==> config.mk <==
export PLATFORM = sky130hd
export DESIGN_NAME = viu_route_table_flat
export DESIGN_NICKNAME = d
export VERILOG_FILES = /design/src/rtl/viu_pkg.sv /design/src/rtl/viu_route_table_if.sv /design/src/rtl/viu_sat_counter.sv /design/src/rtl/viu_route_table.sv /design/src/flat_wrapper.sv
export SDC_FILE = /design/constraint.sdc
export NUM_CORES = 1
export LEC_CHECK = 0
export BUFFER_PORTS_ARGS = -buffer_cell sky130_fd_sc_hd__buf_2
export CAP_MARGIN = 0
export CORE_MARGIN = 1.5
export CORE_UTILIZATION = 55
export CTS_BUF_LIST = sky130_fd_sc_hd__clkbuf_8
export CTS_CLUSTER_DIAMETER = 60
export DETAILED_ROUTE_END_ITERATION = 12
export PLACE_DENSITY = 0.78
export SYNTH_ARGS = -nofsm -noshare
export SYNTH_HDL_FRONTEND = slang
export SYNTH_SLANG_ARGS = --single-unit
==> constraint.sdc <==
create_clock -name aclk -period 2.8 [get_ports aclk]
set_input_delay 0.14 -clock aclk [delete_from_list [all_inputs] [get_ports aclk]]
set_output_delay 0.14 -clock aclk [all_outputs]
set_load 0.05 [all_outputs]
==> src/rtl/viu_pkg.sv <==
// Shared VIU types: default table geometry, route entry layout and flush FSM encoding.
package viu_pkg;

    localparam int unsigned VIU_N_PORTS    = 4;
    localparam int unsigned VIU_N_DESTS    = 4;
    localparam int unsigned VIU_UL_ID_BITS = 4;

    typedef struct packed {
        logic                      valid;
        logic [VIU_UL_ID_BITS-1:0] ul_id;
        logic [VIU_N_DESTS-1:0]    dest_mask;
    } viu_route_entry_t;

    typedef logic viu_flush_state_t;
    localparam viu_flush_state_t ST_IDLE  = 1'b0;
    localparam viu_flush_state_t ST_FLUSH = 1'b1;

endpackage

==> src/rtl/viu_route_table_if.sv <==
// Host config and send-path lookup/verdict bus of the VIU route table.
interface viu_route_table_if
    import viu_pkg::*;
#(
    parameter int unsigned N_PORTS    = VIU_N_PORTS,
    parameter int unsigned N_DESTS    = VIU_N_DESTS,
    parameter int unsigned UL_ID_BITS = VIU_UL_ID_BITS
);
    localparam int unsigned PORT_BITS  = $clog2(N_PORTS);
    localparam int unsigned DEST_BITS  = (N_DESTS > 1) ? $clog2(N_DESTS) : 1;
    localparam int unsigned ENTRY_BITS = 1 + UL_ID_BITS + N_DESTS;

    logic                  cfg_valid;
    logic [PORT_BITS-1:0]  cfg_port;
    logic                  cfg_revoke;
    logic [UL_ID_BITS-1:0] cfg_ul_id;
    logic [N_DESTS-1:0]    cfg_dest_mask;
    logic                  cfg_flush;

    logic                  req_valid;
    logic                  req_ready;
    logic [PORT_BITS-1:0]  req_port;
    logic [UL_ID_BITS-1:0] req_ul_id;
    logic [DEST_BITS-1:0]  req_dest;

    logic                  resp_valid;
    logic                  resp_ready;
    logic                  resp_allow;
    logic [ENTRY_BITS-1:0] resp_entry;

    modport master (
        output cfg_valid, cfg_port, cfg_revoke, cfg_ul_id, cfg_dest_mask, cfg_flush,
        output req_valid, req_port, req_ul_id, req_dest, resp_ready,
        input  req_ready, resp_valid, resp_allow, resp_entry
    );

    modport slave (
        input  cfg_valid, cfg_port, cfg_revoke, cfg_ul_id, cfg_dest_mask, cfg_flush,
        input  req_valid, req_port, req_ul_id, req_dest, resp_ready,
        output req_ready, resp_valid, resp_allow, resp_entry
    );

endinterface

==> src/rtl/viu_sat_counter.sv <==
// Up-counter that sticks at all-ones instead of wrapping.
module viu_sat_counter #(
    parameter int unsigned WIDTH = 16
) (
    input  logic             aclk,
    input  logic             aresetn,
    input  logic             inc,
    output logic [WIDTH-1:0] count
);

    logic [WIDTH-1:0] count_q;

    always_ff @(posedge aclk) begin
        if (!aresetn) begin
            count_q <= '0;
        end else if (inc && !(&count_q)) begin
            count_q <= count_q + WIDTH'(1);
        end
    end

    assign count = count_q;

endmodule

==> src/rtl/viu_route_table.sv <==
// VIU send-path routing-capability table: per-port {valid, ul_id, dest_mask}, 1-cycle lookups,
// revoke, sequential flush and saturating deny counter. VIU_ROUTE_AUDIT_EN adds a denial audit port.
module viu_route_table
    import viu_pkg::*;
#(
    parameter int unsigned N_PORTS       = VIU_N_PORTS,
    parameter int unsigned N_DESTS       = VIU_N_DESTS,
    parameter int unsigned UL_ID_BITS    = VIU_UL_ID_BITS,
    parameter int unsigned DENY_CNT_BITS = 16
) (
    input  logic                     aclk,
    input  logic                     aresetn,
    viu_route_table_if.slave         bus,
    output logic                     flush_busy,
    output logic [DENY_CNT_BITS-1:0] deny_cnt
`ifdef VIU_ROUTE_AUDIT_EN
    ,
    output logic                     audit_valid,
    output logic [$clog2(N_PORTS)-1:0] audit_port,
    output logic [UL_ID_BITS-1:0]    audit_ul_id,
    output logic [((N_DESTS > 1) ? $clog2(N_DESTS) : 1)-1:0] audit_dest
`endif
);

    localparam int unsigned PORT_BITS = $clog2(N_PORTS);
    localparam logic [PORT_BITS-1:0] LAST_IDX = PORT_BITS'(N_PORTS - 1);

    typedef struct packed {
        logic                  valid;
        logic [UL_ID_BITS-1:0] ul_id;
        logic [N_DESTS-1:0]    dest_mask;
    } entry_t;

    entry_t               entry_q [N_PORTS];
    viu_flush_state_t     state_q, state_d;
    logic [PORT_BITS-1:0] flush_idx_q, flush_idx_d;
    logic                 resp_valid_q, resp_allow_q;
    entry_t               resp_entry_q;

    entry_t rd_entry;
    logic   port_ok, dest_ok, allow, req_ready, accept;

    assign flush_busy = (state_q == ST_FLUSH);
    assign req_ready  = ~flush_busy & (~resp_valid_q | bus.resp_ready);
    assign accept     = bus.req_valid & req_ready;

    // Lookup reads the registered table, so a same-edge cfg write is seen only by later lookups.
    always_comb begin
        port_ok  = 32'(bus.req_port) < N_PORTS;
        dest_ok  = 32'(bus.req_dest) < N_DESTS;
        rd_entry = port_ok ? entry_q[bus.req_port] : '0;
        allow    = rd_entry.valid && (rd_entry.ul_id == bus.req_ul_id) && dest_ok &&
                   rd_entry.dest_mask[bus.req_dest];
    end

    always_comb begin
        state_d     = state_q;
        flush_idx_d = flush_idx_q;
        case (state_q)
            ST_IDLE: begin
                if (bus.cfg_flush) begin
                    state_d     = ST_FLUSH;
                    flush_idx_d = '0;
                end
            end
            default: begin
                flush_idx_d = flush_idx_q + PORT_BITS'(1);
                if (flush_idx_q == LAST_IDX) state_d = ST_IDLE;
            end
        endcase
    end

    always_ff @(posedge aclk) begin
        if (!aresetn) begin
            state_q     <= ST_IDLE;
            flush_idx_q <= '0;
        end else begin
            state_q     <= state_d;
            flush_idx_q <= flush_idx_d;
        end
    end

    // A flush step on the same index overrides a concurrent cfg write.
    always_ff @(posedge aclk) begin
        if (!aresetn) begin
            entry_q <= '{default: '0};
        end else begin
            if (bus.cfg_valid && (32'(bus.cfg_port) < N_PORTS)) begin
                if (bus.cfg_revoke) entry_q[bus.cfg_port].valid <= 1'b0;
                else entry_q[bus.cfg_port] <= {1'b1, bus.cfg_ul_id, bus.cfg_dest_mask};
            end
            if (state_q == ST_FLUSH) entry_q[flush_idx_q].valid <= 1'b0;
        end
    end

    always_ff @(posedge aclk) begin
        if (!aresetn) begin
            resp_valid_q <= 1'b0;
            resp_allow_q <= 1'b0;
            resp_entry_q <= '0;
        end else if (accept) begin
            resp_valid_q <= 1'b1;
            resp_allow_q <= allow;
            resp_entry_q <= rd_entry;
        end else if (bus.resp_ready) begin
            resp_valid_q <= 1'b0;
        end
    end

    assign bus.req_ready  = req_ready;
    assign bus.resp_valid = resp_valid_q;
    assign bus.resp_allow = resp_allow_q;
    assign bus.resp_entry = resp_entry_q;

    viu_sat_counter #(
        .WIDTH (DENY_CNT_BITS)
    ) u_deny_cnt (
        .aclk    (aclk),
        .aresetn (aresetn),
        .inc     (accept & ~allow),
        .count   (deny_cnt)
    );

`ifdef VIU_ROUTE_AUDIT_EN
    always_ff @(posedge aclk) begin
        if (!aresetn) begin
            audit_valid <= 1'b0;
            audit_port  <= '0;
            audit_ul_id <= '0;
            audit_dest  <= '0;
        end else begin
            audit_valid <= accept & ~allow;
            if (accept && !allow) begin
                audit_port  <= bus.req_port;
                audit_ul_id <= bus.req_ul_id;
                audit_dest  <= bus.req_dest;
            end
        end
    end
`endif

endmodule

==> src/flat_wrapper.sv <==
// flat-port wrapper written by rule: the top's interface ports become plain ports
module viu_route_table_flat import viu_pkg::*;
#(
    parameter int unsigned N_PORTS       = VIU_N_PORTS,
    parameter int unsigned N_DESTS       = VIU_N_DESTS,
    parameter int unsigned UL_ID_BITS    = VIU_UL_ID_BITS,
    parameter int unsigned DENY_CNT_BITS = 16
)
  (aclk, aresetn, flush_busy, deny_cnt, bus_cfg_valid, bus_cfg_port, bus_cfg_revoke, bus_cfg_ul_id, bus_cfg_dest_mask, bus_cfg_flush, bus_req_valid, bus_req_port, bus_req_ul_id, bus_req_dest, bus_resp_ready, bus_req_ready, bus_resp_valid, bus_resp_allow, bus_resp_entry);
  viu_route_table_if #(.N_PORTS(N_PORTS), .N_DESTS(N_DESTS), .UL_ID_BITS(UL_ID_BITS)) bus_i ();
  input  logic aclk;
  input  logic aresetn;
  output logic flush_busy;
  output logic [DENY_CNT_BITS-1:0] deny_cnt;
  input wire logic [$bits(bus_i.cfg_valid)-1:0] bus_cfg_valid;
  input wire logic [$bits(bus_i.cfg_port)-1:0] bus_cfg_port;
  input wire logic [$bits(bus_i.cfg_revoke)-1:0] bus_cfg_revoke;
  input wire logic [$bits(bus_i.cfg_ul_id)-1:0] bus_cfg_ul_id;
  input wire logic [$bits(bus_i.cfg_dest_mask)-1:0] bus_cfg_dest_mask;
  input wire logic [$bits(bus_i.cfg_flush)-1:0] bus_cfg_flush;
  input wire logic [$bits(bus_i.req_valid)-1:0] bus_req_valid;
  input wire logic [$bits(bus_i.req_port)-1:0] bus_req_port;
  input wire logic [$bits(bus_i.req_ul_id)-1:0] bus_req_ul_id;
  input wire logic [$bits(bus_i.req_dest)-1:0] bus_req_dest;
  input wire logic [$bits(bus_i.resp_ready)-1:0] bus_resp_ready;
  output wire logic [$bits(bus_i.req_ready)-1:0] bus_req_ready;
  output wire logic [$bits(bus_i.resp_valid)-1:0] bus_resp_valid;
  output wire logic [$bits(bus_i.resp_allow)-1:0] bus_resp_allow;
  output wire logic [$bits(bus_i.resp_entry)-1:0] bus_resp_entry;
  assign bus_i.cfg_valid = bus_cfg_valid;
  assign bus_i.cfg_port = bus_cfg_port;
  assign bus_i.cfg_revoke = bus_cfg_revoke;
  assign bus_i.cfg_ul_id = bus_cfg_ul_id;
  assign bus_i.cfg_dest_mask = bus_cfg_dest_mask;
  assign bus_i.cfg_flush = bus_cfg_flush;
  assign bus_i.req_valid = bus_req_valid;
  assign bus_i.req_port = bus_req_port;
  assign bus_i.req_ul_id = bus_req_ul_id;
  assign bus_i.req_dest = bus_req_dest;
  assign bus_i.resp_ready = bus_resp_ready;
  assign bus_req_ready = bus_i.req_ready;
  assign bus_resp_valid = bus_i.resp_valid;
  assign bus_resp_allow = bus_i.resp_allow;
  assign bus_resp_entry = bus_i.resp_entry;
  viu_route_table #(.N_PORTS(N_PORTS), .N_DESTS(N_DESTS), .UL_ID_BITS(UL_ID_BITS), .DENY_CNT_BITS(DENY_CNT_BITS)) u_core (.aclk(aclk), .aresetn(aresetn), .bus(bus_i), .flush_busy(flush_busy), .deny_cnt(deny_cnt));
endmodule
==> results.md, run 1 <==
Status:
- The run finished with clean final reports.

Synthesis:
- The sequential cell area fraction in the yosys report is 0.452.
- Counting every net in the synthesized netlist gives 377.
- In the synthesized netlist, the number of instances is 347.
- The synthesized design contains 66 register bits.
- The fraction of registers with async set or reset after synthesis is 0.
- The average instance area after synthesis is 8.43 um^2.
- In this run the cell area of the synthesized design comes to 2920 um^2.
- The Yosys warning count is 0.
- The number of synthesized flops with an enable pin is 0.
- The commonest register cell after synthesis is dfxtp_1.
- The netlist uses 37 different library cells.

Min path:
- The class of the tightest hold or removal check is in -> reg.
- The worst hold path terminates at u_core.flush_busy.
- Counting instances, the worst hold path has a depth of 3.
- The startpoint identified for the worst hold timing path is bus_cfg_flush.

Floorplan:
- Pin placement for this block handled 54 I/O pins.
- The floorplan has 26 rows.
- Measured along the x axis, the die boundary spans 75.9 um.
- For this configuration, the core starts out at a cell density of 0.573.
- In this run the standard cell core region covers 5110 um^2.
- The overall die height is 75.9 um.
- The floorplan step defined a die boundary enclosing 5760 um^2.

Finish:
- The final layout contains 429 nets.
- 0 antenna diodes ended up in the layout.
- From synthesis to final layout, the design area changed by 18.8%.
- The layout cell share with drive strength beyond 1 is 0.213.

Setup path:
- The kind of cell with the highest combined delay on the critical path is compound AO/OA/AOI/OAI gates.
- The endpoint identified for the worst register-to-register timing path is u_core.u_deny_cnt.count[7].
- For this run, the slowest stage of the critical path takes 0.48 ns.
- The worst setup path is captured at a flop.
- Measured in cells, the most critical reg-to-reg path has a length of 6.
- The reg2reg setup slack is 0.60 ns.
- The critical path contains buffers and inverters numbering 0 combined.
- The master of the slowest instance on the critical path is mux4_2.
- In this run the worst path has a maximum fanout of 13.
- Data on the critical path arrives at its endpoint at 2.46 ns.
- The critical path goes through mux4_2 > a22o_1 > o211ai_4 > o21ai_2 > or4_1 > a21oi_1.
- The kind of critical path is reg -> reg.
- The type of element launching the critical path is a flop.
- Data on the critical path is required at its endpoint by 3.06 ns.

Clock network:
- Buffers inserted during clock tree synthesis total 9.
- CTS placed an instance of clkbuf_8 at the clock tree root.
- The clock transition at the registers of the reported paths is 0.07 ns.
- TritonCTS built the clock tree.
- The hold buffer count at CTS is 0.
- CTS built an H-tree with a depth of 3.
- The largest buffer count on any clock path is 2.
- The later pin in the worst-skew pair is clocked with a latency of 0.34 ns.
- Once the clock tree was built, the setup fixing pass inserted 0 buffers.
- The number of gates resized after cts is 0.
- The number of clock sinks is 66.

GRT:
- The number of antenna violations at the first check in global routing is 0.
- The largest net degree at the start of global routing is 40.
- Across every metal layer, demand over resource in global routing totals 0.243.
- The first global-routing pass estimated 11300 um of wire.
- The number of global-route vias before repair is 2409.
- The total congestion overflow after global routing is 0.

Power:
- IR analysis of the VDD net gives a maximum drop of 0.392 mV.
- The post-layout total power is 2.13 mW.
- The power density over the cells is 614 nW/um^2.
- Summed over all cells, the static leakage comes to 1.31 nW.

Place:
- Once detailed placement completed, the half-perimeter wirelength came to 4770 um.
- At the end of routability-driven placement, the weighted congestion stood at 0.812.
- The number of buffers added on ports is 53.

Drt:
- The number of design rule violations left after detail routing is 0.
- The total iterations of the first detailed-routing run is 5.
- The detailed-route wire length per cell is 14.2 um.
- The routed wire length is 6720 um.
- For this block, the initial DRC count from the detailed router was 142.
- The via count is 2686.
- The per-cell via count in the routed design is 5.67.
- The detail route stage leaves a number of antenna-violating nets equal to 0.

Timing:
- The worst-case clock skew is 0.00555 ns.
- Setup total negative slack on the finished layout was measured at 0 ns.
- The count of final hold-check violations is 0.
- Setup violations remaining at the end of the flow were counted as 0.
- The number of slew-limit violations in the final report is 0.
- The worst path in the final design needs a cycle of 2.20 ns, including I/O delays and setup.
- Setup repair after global routing left no endpoint under its margin.
- Derived from the worst setup path, the maximum achievable clock frequency is 0.455 GHz.
- The worst slack on hold paths is 0.0444 ns.
- The transition time of the tightest slew-check pin is 0.692 ns.
- The worst slew slack as a fraction of its limit is 0.538.
- The share of the clock period used by the worst path is 0.785.

Run:
- The max-capacitance violation count is 0.
==> synth_stat cells (2+ instances only) <==
| library cell | count | share of area |
|---|---|---|
| nor2b_1 | 7 | 0.015 |
| and3_1 | 3 | 0.0064 |
| buf_6 | 2 | 0.0077 |
| ha_1 | 5 | 0.021 |
| clkbuf_1 | 11 | 0.014 |
| nor3_1 | 2 | 0.0034 |
| inv_1 | 7 | 0.0090 |
| mux4_2 | 9 | 0.069 |
| xnor2_1 | 5 | 0.015 |
| o211ai_4 | 2 | 0.015 |
| nand4_1 | 4 | 0.0086 |
| nand2_1 | 97 | 0.12 |
| or3_1 | 9 | 0.019 |
| or4_1 | 3 | 0.0077 |
| o31ai_1 | 2 | 0.0051 |
| o21ai_1 | 10 | 0.017 |
| nor2_1 | 16 | 0.021 |
| and2_1 | 2 | 0.0043 |
| a221oi_1 | 3 | 0.0090 |
| nand3_1 | 11 | 0.019 |
| a22o_1 | 2 | 0.0060 |
| dfxtp_1 | 66 | 0.45 |
| a21oi_1 | 55 | 0.094 |
==> area by class of cell <==
cell class | count | area, um^2
clock inverters | 5 | 100
repair buffers | 55 | 280
flip-flops and latches | 66 | 1320
clock buffers | 11 | 151
fillers | 431 | 1630
well taps | 70 | 87.6
inverters | 7 | 26.3
multi-input cells | 260 | 1510
==> report_power, final <==
part	switching (mW)	internal, mW
clock	0.348	0.637
combinational	0.118	0.0553
sequential	0.0170	0.959
total	0.482	1.65
==> worst register-to-register path, delay by kind of cell (launching register included) <==
kind	cells	cell delay, ns
muxes	1	0.49
AOI/OAI and AO/OA	4	0.90
DFF	1	0.32
and+or+nand+nor	1	0.43
==> through the flow <==
stage / instance area [um^2] / utilization / instances / setup WS [ns]
4_1_cts: 3470 / 0.680 / 474 / 0.606
3_5_place_dp: 3220 / 0.631 / 458 / 0.410
6_report: 3470 / 0.680 / 474 / 0.603
2_1_floorplan: 2920 / - / 347 / 0.393
3_3_place_gp: 3220 / 0.631 / 458 / 0.450
5_1_grt: 3470 / 0.680 / 474 / 0.506
==> how the worst max path moves through the flow <==
| stage | startpoint | endpoint | slack, ns | depth (start not counted) |
|---|---|---|---|---|
| after CTS | flop | u_core.u_deny_cnt.count[7] | 0.61 | 6 |
| after global routing | flop | u_core.u_deny_cnt.count[7] | 0.51 | 6 |
| after detailed placement | bus_req_port[0] | u_core.u_deny_cnt.count[7] | 0.41 | 7 |
| after floorplan | u_core.flush_busy | u_core.u_deny_cnt.count[14] | 0.39 | 6 |
| final | flop | u_core.u_deny_cnt.count[7] | 0.60 | 6 |
| after global placement | bus_req_port[0] | u_core.u_deny_cnt.count[7] | 0.45 | 7 |
==> layer usage <==
layer	track usage	wire (um)
met1	0.304	2920
met2	0.414	3350
met3	0.0627	394
met4	0.0722	59
met5	0	0
==> logic make-up after synthesis <==
family,after synthesis,synth area share
AO/OA/AOI/OAI,81,0.166
XOR/XNOR,6,0.0180
adder cells (fa/ha/maj),5,0.0214
buffers and inverters,21,0.0325
flip-flops,66,0.452
multiplexers,10,0.0727
AND/OR/NAND/NOR,158,0.237
==> cells in the final DEF, fill, tap and decap left out, drive strengths merged, types with 7 or more instances in the layout <==
| cell | Yosys | routed |
|---|---|---|
| nand2 | 97 | 97 |
| dfxtp | 66 | 66 |
| a21oi | 56 | 56 |
| buf | 3 | 55 |
| nor2 | 16 | 16 |
| o21ai | 12 | 12 |
| nand3 | 11 | 11 |
| clkbuf | 11 | 11 |
| mux4 | 9 | 9 |
| or3 | 9 | 9 |
| inv | 7 | 7 |
| nor2b | 7 | 7 |
Note: power is estimated with default switching activity, not from simulation.
==> inputs of run 2 (changes only) <==
Settings changed: CORE_UTILIZATION 55 to 52, PLACE_DENSITY 0.78 to 0.77.
Clock period 2.8 ns to 1.9 ns, I/O delays scaled along.
==> results.md, run 2 (synthesized netlist as in run 1, its figures left out) <==
Drt:
- The detailed router's first-iteration violation count was 143 (was 142).
- The detailed-route wire length per cell is 14.5 um (was 14.2 um).
- The antenna violation net count after detailed routing is 0 (unchanged).
- The per-cell via count in the routed design is 5.50 (was 5.67).
- The number of design rule violations left after detail routing is 0 (unchanged).
- The via count is 2732 (was 2686).
- The routed wire length is 7230 um (was 6720 um).
- The total iterations of the first detailed-routing run came to 4 (was 5).

GRT:
- The number of antenna violations at the first check in global routing is 0 (unchanged).
- The met2 demand-to-capacity share in global routing is 0.387 (was 0.414).
- The largest net degree at the start of global routing came to 32 (was 40).
- The number of global-route vias before repair is 2515 (was 2409).
- The global-route wire length before repair is 11900 um (was 11300 um).
- The all-layer global routing usage is 0.251 (was 0.243).
- The met3 capacity usage during global routing is 0.0600 (was 0.0627).
- The met1 capacity usage during global routing is 0.336 (was 0.304).
- The layer carrying the most global-route usage was met2 (unchanged).
- The total congestion overflow after global routing came to 0 (unchanged).

Power:
- The power density over the cells came to 826 nW/um^2 (was 614 nW/um^2).
- The total leakage power came to 1.43 nW (was 1.31 nW).
- The post-layout total power is 3.04 mW (was 2.13 mW).
- The maximum vdd drop is 0.612 mV (was 0.392 mV).

Timing:
- The worst-case clock skew is 0.00853 ns (was 0.00555 ns).
- The count of final hold-check violations is 0 (unchanged).
- The highest clock rate is 0.468 GHz (was 0.455 GHz).
- The shortest period the worst path allows is 2.14 ns (was 2.20 ns).
- The transition time of the tightest slew-check pin is 0.719 ns (was 0.692 ns).
- The number of setup violations in the final report is 16 (was 0).
- The number of slew-limit violations in the final report is 0 (unchanged).
- The final worst slack came to -0.238 ns (was 0.603 ns).
- The worst slew slack as a fraction of its limit came to 0.519 (was 0.538).
- RSZ-0062 raised after global routing: yes (was no).
- The share of the clock period used by the worst path was 1.13 (was 0.785).

Setup path:
- The kind of critical path is reg -> reg (unchanged).
- The delay of the slowest cell on the worst path came to 0.48 ns (about the same).
- The kind of cell with the highest combined delay on the critical path is compound AO/OA/AOI/OAI gates (unchanged).
- The most frequent cell on the critical path is o211ai_4.
- The worst reg2reg path depth is 6 (unchanged).
- The type of element capturing the critical path is a flop (unchanged).
- Critical Path, Cell by Cell: mux4_2 > a22o_1 > o211ai_4 > o211ai_4 > or4_1 > a21oi_1 (was mux4_2 > a22o_1 > o211ai_4 > o21ai_2 > or4_1 > a21oi_1).
- The master of the slowest instance on the critical path is mux4_2 (unchanged).
- The reg2reg setup slack is -0.24 ns (was 0.60 ns).
- The sum of buffers and inverters on the critical path is 0 (unchanged).
- The data arrival time of the critical path is 2.41 ns (was 2.46 ns).
- The largest fanout on the critical path is 8 (was 13).
- The type of element launching the critical path was a flop (unchanged).
- The required time of the critical path is 2.18 ns (was 3.06 ns).
- The number of stages on the worst setup path was 6 (unchanged).

Finish:
- The commonest non-fill, non-tap cell in the layout is nand2_1 (unchanged).
- The net count of the finished layout is 450 (was 429).
- Most frequent cells in the layout: nand2_1 (97), dfxtp_1 (61), a21oi_1 (55) (was nand2_1 (97), dfxtp_1 (66), a21oi_1 (55)).
- The total area of sequential cells is 1330 um^2 (was 1320 um^2).
- The relative area change from synthesis to final layout is 25.9% (was 18.8%).
- The fill cell instance count of the final layout is 460 (was 431).
- The number of inserted diodes is 0 (unchanged).
- The layout cell share with drive strength beyond 1 was 0.278 (was 0.213).
- The area of combinational cells with multiple inputs is 1570 um^2 (was 1510 um^2).

Floorplan:
- The number of rows in the core area is 27 (was 26).
- The overall die height is 78.0 um (was 75.9 um).
- The area inside the core boundary is 5470 um^2 (was 5110 um^2).
- The initial core utilization is 0.534 (was 0.573).
- The die area is 6080 um^2 (was 5760 um^2).
- The die extent in x is 78.0 um (was 75.9 um).
- The number of I/O pins came to 54 (unchanged).

Place:
- The routability-driven placement congestion ratio was 0.810 (was 0.812).
- The HPWL after detailed placement is 5130 um (was 4770 um).
- The worst setup slack before clock tree synthesis is -0.334 ns (was 0.410 ns).
- The number of buffers added on ports came to 53 (unchanged).

Status:
- The final reports fail on setup timing.
- Outcome: complete, but fails checks (was completed).

Clock network:
- The deepest level of the CTS H-tree is 3 (unchanged).
- The clock network latency to the later pin of the worst-skew pair is 0.35 ns (was 0.34 ns).
- The clock transition at the registers of the reported paths is 0.07 ns (about the same).
- The largest buffer count on any clock path is 2 (unchanged).
- The number of buffers created by CTS came to 9 (unchanged).
- The root cell of the clock tree is clkbuf_8 (unchanged).
- The clock tree from TritonCTS is done (unchanged).
- The number of clock sinks was 66 (unchanged).

Run:
- The max-capacitance violation count is 0 (unchanged).

Min path:
- The instance count along the most critical hold path is 3 (unchanged).
- The class of the tightest hold or removal check is in -> reg (unchanged).
run 2: tightest hold or removal path, delay by kind of cell:
| family | cells | cell delay [ns] |
|---|---|---|
| AND/OR/NAND/NOR | 1 | 0.06 |
| AO/OA/AOI/OAI | 1 | 0.05 |
| buffers and inverters | 1 | 0.12 |
run 2: report_power, final:
group	internal [mW]	total, mW	switching, mW	leakage (nW)
logic	0.113	0.305	0.191	0.781
registers	1.41	1.43	0.0214	0.537
clock network	0.765	1.30	0.538	0.113
run 2: final cells by class:
type / count / area share
multi-input combinational: 260 / 0.425
sequential: 66 / 0.361
timing repair buffer: 76 / 0.123
clock buffer: 10 / 0.0374
tap: 72 / 0.0245
clock inverter: 6 / 0.0221
inverter: 7 / 0.00714
run 2: repair_timing:
item,4_1_cts,5_1_grt
hold buffers,1,0
setup endpoints to repair,17,17
resized for setup,6,4
buffers inserted,5,2
pin swaps,2,2
endpoints found under the hold margin,1,0
run 2: path summary, 6_finish.rpt:
path,startpoint,to
worst min register to register,u_core.bus.resp_entry[6],u_core.bus.resp_entry[6]
worst min-delay path,bus_cfg_dest_mask[1],flop
worst max register to register,flop,u_core.u_deny_cnt.count[15]
worst max-delay path,flop,u_core.u_deny_cnt.count[15]
run 2: through the flow:
| step | TNS [ns] | cells | utilization | area (um^2) | hold slack [ns] |
|---|---|---|---|---|---|
| finish | -2.35 | 497 | 0.673 | 3680 | 0.0171 |
| detailed placement | -4.30 | 473 | 0.612 | 3350 | 0.342 |
| global placement | -3.50 | 473 | 0.612 | 3350 | 0.338 |
| global route | -3.60 | 497 | 0.673 | 3680 | 0.0104 |
| floorplan | -0.375 | 347 | - | 2940 | 0.213 |
| CTS | -2.00 | 495 | 0.667 | 3650 | 0.00752 |
run 2: per-layer routing:
layer,part of all wire,vias up
li1,-,1351
met1,0.44,1271
met2,0.48,96
met3,0.069,14
met4,0.014,0
met5,0,-
==> inputs of run 3 (changes only) <==
Settings changed: BUFFER_PORTS_ARGS -buffer_cell sky130_fd_sc_hd__buf_2 to -buffer_cell sky130_fd_sc_hd__buf_4, MAX_ROUTING_LAYER set to met4.
==> results.md, run 3 (synthesized netlist as in run 1, its figures left out) <==
Status:
- Outcome: complete, but fails checks (unchanged).
- Violations in the final reports: setup timing (unchanged).

Drt:
- The antenna violation net count after detailed routing is 0 (unchanged).
- The per-cell via count in the routed design is 5.51 (was 5.50).
- The detailed router's first-iteration violation count is 179 (was 143).
- The via count is 2745 (was 2732).
- The detailed-route wire length per cell is 14.7 um (was 14.5 um).
- The number of design rule violations left after detail routing is 0 (unchanged).
- The total iterations of the first detailed-routing run is 5 (was 4).
- The routed wire length came to 7300 um (was 7230 um).

Timing:
- RSZ-0062 raised after global routing: yes (unchanged).
- The transition time of the tightest slew-check pin is 0.703 ns (was 0.719 ns).
- The number of setup violations in the final report was 16 (unchanged).
- The shortest period the worst path allows is 2.17 ns (was 2.14 ns).
- The number of slew-limit violations in the final report was 0 (unchanged).
- The worst slew slack as a fraction of its limit is 0.530 (was 0.519).
- The worst-case clock skew is 0.0124 ns (was 0.00853 ns).
- The highest clock rate was 0.460 GHz (was 0.468 GHz).
- The count of final hold-check violations is 0 (unchanged).
- The final worst slack is -0.273 ns (was -0.238 ns).
- The share of the clock period used by the worst path came to 1.14 (was 1.13).

Floorplan:
- The die extent in x is 78.0 um (unchanged).
- The die area was 6080 um^2 (unchanged).
- The overall die height is 78.0 um (unchanged).
- The number of I/O pins came to 54 (unchanged).
- The number of rows in the core area is 27 (unchanged).
- The initial core utilization is 0.534 (unchanged).
- The area inside the core boundary is 5470 um^2 (unchanged).

Place:
- The post-detailed-placement cell area is 3470 um^2 (was 3350 um^2).
- The number of buffers added on ports was 53 (unchanged).
- The routability-driven placement congestion ratio came to 0.812 (was 0.810).
- The HPWL after detailed placement came to 4900 um (was 5130 um).

Clock network:
- The clock tree from TritonCTS is done (unchanged).
- The number of buffers created by CTS came to 9 (unchanged).
- The number of clock sinks is 66 (unchanged).
- The clock network latency to the later pin of the worst-skew pair is 0.35 ns (about the same).
- The deepest level of the CTS H-tree was 3 (unchanged).
- The clock transition at the registers of the reported paths was 0.08 ns (was 0.07 ns).
- The largest buffer count on any clock path came to 2 (unchanged).
- The root cell of the clock tree is clkbuf_8 (unchanged).

GRT:
- The largest net degree at the start of global routing is 61 (was 32).
- The global-route wire length before repair came to 11700 um (was 11900 um).
- The number of antenna violations at the first check in global routing is 0 (unchanged).
- The all-layer global routing usage came to 0.258 (was 0.251).
- The total congestion overflow after global routing is 0 (unchanged).
- The number of global-route vias before repair is 2575 (was 2515).

Power:
- The total leakage power is 1.43 nW (about the same).
- The maximum vdd drop was 0.523 mV (was 0.612 mV).
- The power density over the cells is 781 nW/um^2 (was 826 nW/um^2).

Setup path:
- The largest fanout on the critical path is 6 (was 8).
- The type of element launching the critical path is a flop (unchanged).
- The type of element capturing the critical path is a flop (unchanged).
- The kind of critical path is reg -> reg (unchanged).
- The worst reg2reg path depth was 7 (was 6).
- The data arrival time of the critical path is 2.44 ns (was 2.41 ns).
- The required time of the critical path is 2.17 ns (was 2.18 ns).

Finish:
- The post-layout utilization of the core is 0.701 (was 0.673).
- The post-layout instance area is 3830 um^2 (was 3680 um^2).
- The net count of the finished layout is 451 (was 450).
- The number of inserted diodes is 0 (unchanged).
- The relative area change from synthesis to final layout came to 31.1% (was 25.9%).
- The layout cell share with drive strength beyond 1 is 0.282 (was 0.278).
- Most frequent cells in the layout: nand2_1 (97), buf_4 (73), dfxtp_1 (62) (was nand2_1 (97), dfxtp_1 (61), a21oi_1 (55)).
- The commonest non-fill, non-tap cell in the layout is nand2_1 (unchanged).

Run:
- The max-capacitance violation count was 0 (unchanged).

Min path:
- The class of the tightest hold or removal check is in -> reg (unchanged).
- The instance count along the most critical hold path was 3 (unchanged).
==> run 3: changes by cell type in the layout (fill, tap and decap cells not counted), sizes merged <==
cell and delta:
bufinv -1, clkinvlp +1, inv -1, clkbuf +1, dlygate4sd3 +2, buf -1
==> run 3: layer usage <==
layer / wire [um] / GRT usage / up-vias
li1: - / - / 1358
met1: 3170 / 0.318 / 1281
met2: 3570 / 0.415 / 97
met3: 441 / 0.0600 / 9
met4: 123 / 0.0893 / 0
met5: 0 / - / -
==> run 3: critical path, stage by stage, from the launching register on <==
cell	delay [ns]
dfxtp_2	0.33
mux4_2	0.51
a22o_1	0.23
o211ai_4	0.29
o211ai_4	0.15
buf_6	0.15
or3_1	0.31
a21oi_2	0.12
==> run 3: stage by stage <==
stage / power [mW] / setup slack (ns) / hold WS, ns / std cells / TNS (ns)
5_1_grt: 3.11 / -0.353 / 0.00591 / 498 / -4.63
6_report: 3.00 / -0.273 / 0.0133 / 498 / -3.30
4_1_cts: 3.00 / -0.245 / 0.00210 / 496 / -2.47
3_5_place_dp: 1.76 / -0.297 / 0.365 / 474 / -3.10
2_1_floorplan: 1.64 / -0.0748 / 0.213 / 347 / -0.375
3_3_place_gp: 1.76 / -0.223 / 0.332 / 474 / -2.52
==> run 3: what timing repair did <==
action	4_1_cts	5_1_grt
setup endpoints to repair	17	17
hold buffers	3	0
buffers inserted	3	2
endpoints found under the hold margin	5	0
gates resized for setup	7	7
pin swaps	3	3
==> run 3: layout make-up <==
type,instances,area [um^2]
timing repair buffer,77,589
fill,449,1640
clock inverter,5,62.6
sequential,66,1330
clock buffer,11,151
inverter,7,26.3
tap,72,90.1
multi-input combinational,260,1590
==> run 3: worst paths after layout <==
kind / startpoint / to / slack [ns]
max: flop / u_core.u_deny_cnt.count[13] / -0.27
min: bus_cfg_ul_id[2] / flop / 0.01
max reg2reg: flop / u_core.u_deny_cnt.count[13] / -0.27
min reg2reg: flop / flop / 0.46
==> run 3: report_power, final <==
part	switching, mW	internal [mW]
combinational	0.191	0.131
clock	0.558	0.681
sequential	0.0217	1.41
total	0.770	2.23
